<file path="config.mk">
export PLATFORM = sky130hd
export DESIGN_NAME = seq_match_logger
export DESIGN_NICKNAME = d
export VERILOG_FILES = /design/src/rtl/seq_match_logger.sv
export SDC_FILE = /design/constraint.sdc
export NUM_CORES = 1
export LEC_CHECK = 0
export CORE_MARGIN = 10
export CORE_UTILIZATION = 53
export DETAILED_ROUTE_END_ITERATION = 8
export GPL_TIMING_DRIVEN = 1
export HOLD_SLACK_MARGIN = 0.05
export PLACE_DENSITY = 0.86
export SKIP_LAST_GASP = 1
export SYNTH_ARGS = -nofsm -noshare
export SYNTH_HDL_FRONTEND = slang
export SYNTH_SLANG_ARGS = --single-unit
</file>
<file path="constraint.sdc">
create_clock -name clk -period 5.9 [get_ports clk]
set_clock_uncertainty 0.1 [all_clocks]
set_input_delay 1.18 -clock clk [delete_from_list [all_inputs] [get_ports clk]]
set_output_delay 1.18 -clock clk [all_outputs]
set_load 0.1 [all_outputs]
</file>
<file path="src/rtl/seq_match_logger.sv">
// ============================================================================
// Module   : seq_match_logger
// Brief    : Timestamps 10011-detector matches into a show-ahead FIFO, with a
//            saturating match counter and a sticky overflow flag.
// Revision : 1.0
// ============================================================================
`default_nettype none

module seq_match_logger #(
  parameter int TS_W  = 16,
  parameter int DEPTH = 8,
  parameter int CNT_W = 16
) (
  input  logic                     clk,
  input  logic                     reset,
  input  logic                     en,
  input  logic                     clr,
  input  logic                     match_in,
  input  logic                     rd_en,
  output logic                     rd_valid,
  output logic [TS_W-1:0]          rd_data,
  output logic [$clog2(DEPTH):0]   fifo_level,
  output logic [CNT_W-1:0]         match_count,
  output logic [TS_W-1:0]          tstamp,
  output logic                     overflow
);

  localparam int AW = $clog2(DEPTH);
  localparam logic [AW:0]     C_PTR_ONE = {{AW{1'b0}}, 1'b1};
  localparam logic [TS_W-1:0] C_TS_ONE  = {{(TS_W-1){1'b0}}, 1'b1};
  localparam logic [CNT_W-1:0] C_CNT_ONE = {{(CNT_W-1){1'b0}}, 1'b1};

  logic [TS_W-1:0]  r_mem [DEPTH];
  logic [AW:0]      r_wptr;
  logic [AW:0]      r_rptr;
  logic [TS_W-1:0]  r_tstamp;
  logic [CNT_W-1:0] r_count;
  logic             r_overflow;

  logic w_empty;
  logic w_full;
  logic w_event;
  logic w_pop;
  logic w_push;
  logic w_drop;

  assign w_empty = (r_wptr == r_rptr);
  assign w_full  = (r_wptr[AW] != r_rptr[AW]) && (r_wptr[AW-1:0] == r_rptr[AW-1:0]);
  assign w_event = en && match_in;
  assign w_pop   = rd_en && !w_empty;
  // A pop frees the head slot, so a full FIFO can still accept a same-cycle push.
  assign w_push  = w_event && (!w_full || w_pop);
  assign w_drop  = w_event && w_full && !w_pop;

  always_ff @(posedge clk or posedge reset) begin
    if (reset) begin
      r_wptr     <= '0;
      r_rptr     <= '0;
      r_tstamp   <= '0;
      r_count    <= '0;
      r_overflow <= 1'b0;
    end else if (clr) begin
      r_wptr     <= '0;
      r_rptr     <= '0;
      r_tstamp   <= '0;
      r_count    <= '0;
      r_overflow <= 1'b0;
    end else begin
      if (en)
        r_tstamp <= r_tstamp + C_TS_ONE;
      if (w_push)
        r_wptr <= r_wptr + C_PTR_ONE;
      if (w_pop)
        r_rptr <= r_rptr + C_PTR_ONE;
      if (w_event && (r_count != '1))
        r_count <= r_count + C_CNT_ONE;
      if (w_drop)
        r_overflow <= 1'b1;
    end
  end

  // Storage is reset so rd_data comes out of reset as zero.
  always_ff @(posedge clk or posedge reset) begin
    if (reset) begin
      for (int i = 0; i < DEPTH; i++)
        r_mem[i] <= '0;
    end else if (!clr && w_push) begin
      r_mem[r_wptr[AW-1:0]] <= r_tstamp;
    end
  end

  assign rd_valid    = !w_empty;
  assign rd_data     = r_mem[r_rptr[AW-1:0]];
  assign fifo_level  = r_wptr - r_rptr;
  assign match_count = r_count;
  assign tstamp      = r_tstamp;
  assign overflow    = r_overflow;

endmodule

`default_nettype wire

</file>
### Yosys cells after proc, flatten, opt, wreduce, memory -nomap -nowiden

Cells that the tools add are included.

| word-level totals | value |
|---|---|
| flip-flop bits (word level) | 169 |
| input bits | 6 |
| output and inout bits | 54 |
| word-level logic and storage cells | 62 |

| operators by class | value |
|---|---|
| add/sub/neg operators | 5 |
| magnitude comparators | 3 |
| eq/ne operators | 4 |
| muxes and demuxes | 16 |
| bitwise operators | 2 |
| reduce and logical (&&, ||, !) cells | 19 |

Operator list:

| kind | number |
|---|---|
| $bwmux 128 | 1 |
| $mux 16 | 7 |
| $bmux 16 s3 | 1 |
| $demux 16 s3 | 1 |
| $add 16x1->16 const B | 2 |
| $mux 4 | 4 |
| $ne 16x16->1 const B | 1 |
| $reduce_bool 2->1 | 5 |
| $logic_and 1x1->1 | 9 |
| $add 4x1->4 const B | 2 |
| $ge 4x4->1 const B | 2 |
| $not 3->4 | 2 |
| $eq 4x4->1 | 1 |
| $logic_not 1->1 | 4 |
| $lt 4x1->1 const B | 1 |
| $sub 4x4->4 | 1 |
| $eq 3x3->1 | 1 |
| $mux 1 | 2 |
| $logic_or 1x1->1 | 1 |
| $ne 1x1->1 | 1 |

### Depth between registers and ports, before layout

| logic depth | value |
|---|---|
| depth after elaboration | 7 |
| mapped depth | 10 |
| depth with buffers taken out | 6 |

### Worst setup path after synthesis

No wires, ideal clock.

| timing | value |
|---|---|
| path kind | register to output |
| from | register r_rptr[1] |
| to | output port fifo_level[3] |
| arrival | 3.058 ns |
| required time | 4.620 ns |
| setup slack | 1.562 ns |
| stages on the path, launching flop included | 8 |
| buffers on the path | 2 |
| path through | dfrtp_1 -> clkbuf_1 -> clkbuf_1 -> inv_1 -> ha_1 -> a21o_1 -> a21oi_1 -> xnor2_1 |

| on the way | value |
|---|---|
| word-level cells in the longest chain between the ends | 1 |

Ends and longest elaborated chain:

| what | line | RTL |
|---|---|---|
| from (decl) | 35 | `logic [AW:0] r_rptr;` |
| from (signal assigned) | 74 | `r_rptr <= r_rptr + C_PTR_ONE;` |
| $sub 4x4->4 | 94 | `assign fifo_level = r_wptr - r_rptr;` |
| to (decl) | 22 | `output logic [$clog2(DEPTH):0] fifo_level,` |

No other way between the ends.

### Worst setup path after layout

| timing | value |
|---|---|
| from | register r_rptr[2] |
| to | output port rd_valid |

| on the way | value |
|---|---|
| word-level cells in the longest chain between the ends | 2 |

Ends and longest elaborated chain:

| what | line | RTL |
|---|---|---|
| $eq 4x4->1 | 47 | `assign w_empty = (r_wptr == r_rptr);` |
| $logic_not 1->1 | 92 | `assign rd_valid = !w_empty;` |
| to (decl) | 20 | `output logic rd_valid,` |

No other way between the ends.

==> flow_summary.json <==
{
  "yosysSeqAreaShare": 0.5094,
  "clock_path_buffers": 2,
  "post_synth_inst_count": 626,
  "max-vdd-ir-drop_uv": 210.4,
  "synthFlopType": "sky130_fd_sc_hd__dfrtp_1",
  "clk_transition_reported_paths_ns": 0.06,
  "type_of_the_worst_setup_path": "register to primary output",
  "nFillCells": 1093,
  "placed_cell_area_mm2": 0.008915,
  "timing.rr.end": "r_mem[33]",
  "synth_edf_count": 0,
  "worst_hold_path_type": "register to register",
  "run_status": "completed",
  "core-area_mm2": 0.01526,
  "initial_core_util": 0.5441,
  "asyncSetResetFlopFracSynth": 1.000,
  "hold_viol": 0,
  "finalSetupViolCount": 0,
  "drt_wl_total_um": 18760,
  "grt_setup_unrepaired": "false",
  "synth_fp_nets": 640,
  "hold_depth": 1,
  "cts-hold-fix-buffers": 0,
  "power_leakage_nw": 4.392,
  "min_period_over_period": 0.8158,
  "core.rowCount": 45,
  "synthesis.yosys.warnings": 0,
  "design_power_total_mw": 2.527,
  "area_growth_pct": 13.91,
  "pin_count": 60,
  "max_cap_viol_count": 0,
  "cts.root.buffer_cell": "sky130_fd_sc_hd__clkbuf_16",
  "antenna_found_initial": 0,
  "compound_gate_portion_of_the_synthesized_area": 0.03436,
  "antenna_left": 0,
  "worst_pin_slew_ns": 1.036,
  "detail_route.wl_per_cell_um": 21.32,
  "combinational_family_with_the_most_area_after_synthesis": "multiplexers",
  "die_x_um": 145.2,
  "globalRouteTotalUtil": 0.1816,
  "cts_tree": "built",
  "hold_ws_ns": 0.4008,
  "number_of_antenna_cells_inserted": 0,
  "drc": 0,
  "place_congestion": 0.8780,
  "via_per_inst": 5.970,
  "period_needed_ns": 4.813,
  "setup-tns-final_ns": 0,
  "dr.first_iter.drc_count": 352,
  "cts_num_sinks": 169,
  "cts_post_setup_buffers_inserted": 0,
  "regToRegStartpoint": "r_rptr[2]",
  "most_common_cell_after_layout_fill_and_taps_aside": "sky130_fd_sc_hd__dfrtp_1",
  "syn_area_mm2": 0.008302,
  "finalNetCount": 674,
  "timing.reg2reg.worst_path_depth": 6,
  "holdCritStartpoint": "r_mem[17]",
  "whs_endpoint": "r_mem[17]",
  "slew_headroom": 0.3073,
  "worst_ep_arrival_time_ns": 3.53,
  "post_synth_mux_area_share": 0.2797,
  "place.detailed.hpwl_um": 11660,
  "grt_pass1_wl_um": 30880,
  "power.density_cell_area_mw_per_mm2": 267.2,
  "grt_max_degree": 68,
  "crit_required_ns": 4.62,
  "cts-buffers-inserted": 17,
  "synth_cell_type_count": 52,
  "parity_gate_share_of_the_synthesized_area_counting_xor_and_xnor_cells": 0.02005,
  "cts.repair.resized": 0,
  "path_cells": "clkinv_1 -> ha_1 -> nand3_1 -> or2b_1 -> buf_4",
  "synth_simple_gate_area_share": 0.1037,
  "yosys_register_bits": 169,
  "layout.cells.most_common_list": "168 x sky130_fd_sc_hd__dfrtp_1, 112 x sky130_fd_sc_hd__mux2_2, 62 x sky130_fd_sc_hd__nand2_1",
  "worstPathMaxFanout": 18,
  "critical_path.startpoint_type": "register",
  "setup.reg_to_reg.worst_slack_ns": 1.52,
  "critical_path.startpoint": "r_rptr[2]",
  "final_cell_area_mm2": 0.009457,
  "floorplan.die.height_um": 145.2,
  "dr_vias": 5254,
  "clk-insertion-delay-late_ns": 0.42,
  "slew_violations": 0,
  "port_buffers": 59,
  "final_util": 0.6198,
  "synth_fa_ha_area_frac": 0.01296,
  "htree_num_levels": 4,
  "global_route.overflow_total": 0,
  "die_area_mm2": 0.02107,
  "dr.pass1.iters": 5,
  "worst_path_largest_cell_delay_ns": 0.90,
  "number_of_global_route_vias_before_repair": 5674,
  "syn_area_per_cell_um2": 13.26,
  "worst_setup_path_end_kind": "primary output",
  "max_freq_ghz": 0.2078,
  "share_of_post_route_cells_with_drive_strength_above_1": 0.3259,
  "timing.critical_path.slowest_stage_cell": "sky130_fd_sc_hd__clkinv_1"
}
==> metrics by stage <==
step	worst slack (ns)	std cells
after floorplan	0.04491	626
after global placement	1.569	852
after detailed placement	1.523	852
after CTS	1.085	880
after global routing	0.8831	880
final	1.087	880
==> critical path: cells and delay by family, from the launching register on <==
| family | cells | cell delay (ns) |
|---|---|---|
| buffers and inverters | 2 | 1.13 |
| adder cells (fa/ha/maj) | 1 | 0.64 |
| AND/OR/NAND/NOR | 2 | 0.49 |
| flip-flops | 1 | 0.84 |
==> report_power, final <==
group          switching, mW  internal [mW]  leakage (nW)
Combinational          0.204         0.0872          1.78
Sequential            0.0342           1.17          2.35
Clock                  0.430          0.601         0.258
Total                  0.668           1.86          4.39
==> cell type report <==
type	count	area, µm²	share of cell area
Timing Repair Buffer	64	620.6	0.06563
Multi-Input combinational cell	394	3742	0.3957
Tap cell	211	264.0	0.02792
Sequential cell	169	4230	0.4473
Clock inverter	8	75.07	0.007939
Clock buffer	20	466.7	0.04935
Inverter	14	57.56	0.006086
==> cells by family (layout without fill, tap and decap cells) <==
group / after synthesis / in the layout
compound gates: 41 / 41
xor+xnor: 19 / 19
fa+ha+maj: 8 / 8
buf+inv: 63 / 106
flops: 169 / 169
mux: 168 / 168
simple gates: 158 / 158
==> cell usage after synthesis, types with 2 or more instances <==
master | instances | area (µm²)
sky130_fd_sc_hd__ha_1 | 7 | 87.58
sky130_fd_sc_hd__nand3_1 | 10 | 50.05
sky130_fd_sc_hd__mux2i_1 | 4 | 40.04
sky130_fd_sc_hd__o211ai_1 | 3 | 22.52
sky130_fd_sc_hd__mux2_2 | 112 | 1261
sky130_fd_sc_hd__or2_2 | 2 | 12.51
sky130_fd_sc_hd__nor2b_1 | 3 | 18.77
sky130_fd_sc_hd__xor2_1 | 6 | 52.55
sky130_fd_sc_hd__mux4_2 | 32 | 720.7
sky130_fd_sc_hd__nand3_4 | 4 | 70.07
sky130_fd_sc_hd__buf_6 | 7 | 78.83
sky130_fd_sc_hd__or4_1 | 4 | 30.03
sky130_fd_sc_hd__or3_1 | 5 | 31.28
sky130_fd_sc_hd__dfrtp_1 | 169 | 4229
sky130_fd_sc_hd__nor3_1 | 7 | 35.03
sky130_fd_sc_hd__nor4b_1 | 2 | 17.52
sky130_fd_sc_hd__xnor2_1 | 13 | 113.9
sky130_fd_sc_hd__inv_1 | 13 | 48.80
sky130_fd_sc_hd__nand2_1 | 62 | 232.7
sky130_fd_sc_hd__buf_4 | 4 | 30.03
sky130_fd_sc_hd__nor4_1 | 5 | 31.28
sky130_fd_sc_hd__o311ai_0 | 6 | 52.55
sky130_fd_sc_hd__nor2_1 | 29 | 108.9
sky130_fd_sc_hd__and3_1 | 4 | 25.02
sky130_fd_sc_hd__o21ai_0 | 6 | 30.03
sky130_fd_sc_hd__buf_2 | 7 | 35.03
sky130_fd_sc_hd__nand4_2 | 3 | 37.54
sky130_fd_sc_hd__a21oi_1 | 13 | 65.06
sky130_fd_sc_hd__nand4_1 | 8 | 50.05
sky130_fd_sc_hd__o31ai_1 | 4 | 30.03
sky130_fd_sc_hd__mux2_4 | 20 | 300.3
sky130_fd_sc_hd__clkbuf_1 | 26 | 97.59
sky130_fd_sc_hd__o41ai_1 | 5 | 43.79
sky130_fd_sc_hd__buf_1 | 3 | 11.26
==> flip-flops by register name, summed over array words and instances, names as in the netlist <==
register / flops
r_wptr: 4
tstamp: 16
r_rptr: 4
overflow: 1
match_count: 16
r_mem: 128
==> routing by layer <==
layer	vias up	global-route usage	part of all wire
met5	-	0	0
met4	0	0.07735	0.023
li1	2329	-	-
met1	2748	0.2235	0.42
met3	34	0.03788	0.044
met2	143	0.3037	0.52
==> worst max path at each step <==
stage | end | slack, ns | cells after the start
floorplan | match_count[0] | 0.04 | 1
global placement | rd_data[15] | 1.57 | 5
detailed placement | rd_data[15] | 1.52 | 5
CTS | rd_data[15] | 1.09 | 5
global route | rd_valid | 0.88 | 5
finish | rd_valid | 1.09 | 5
(Power assumes the default switching activity.)
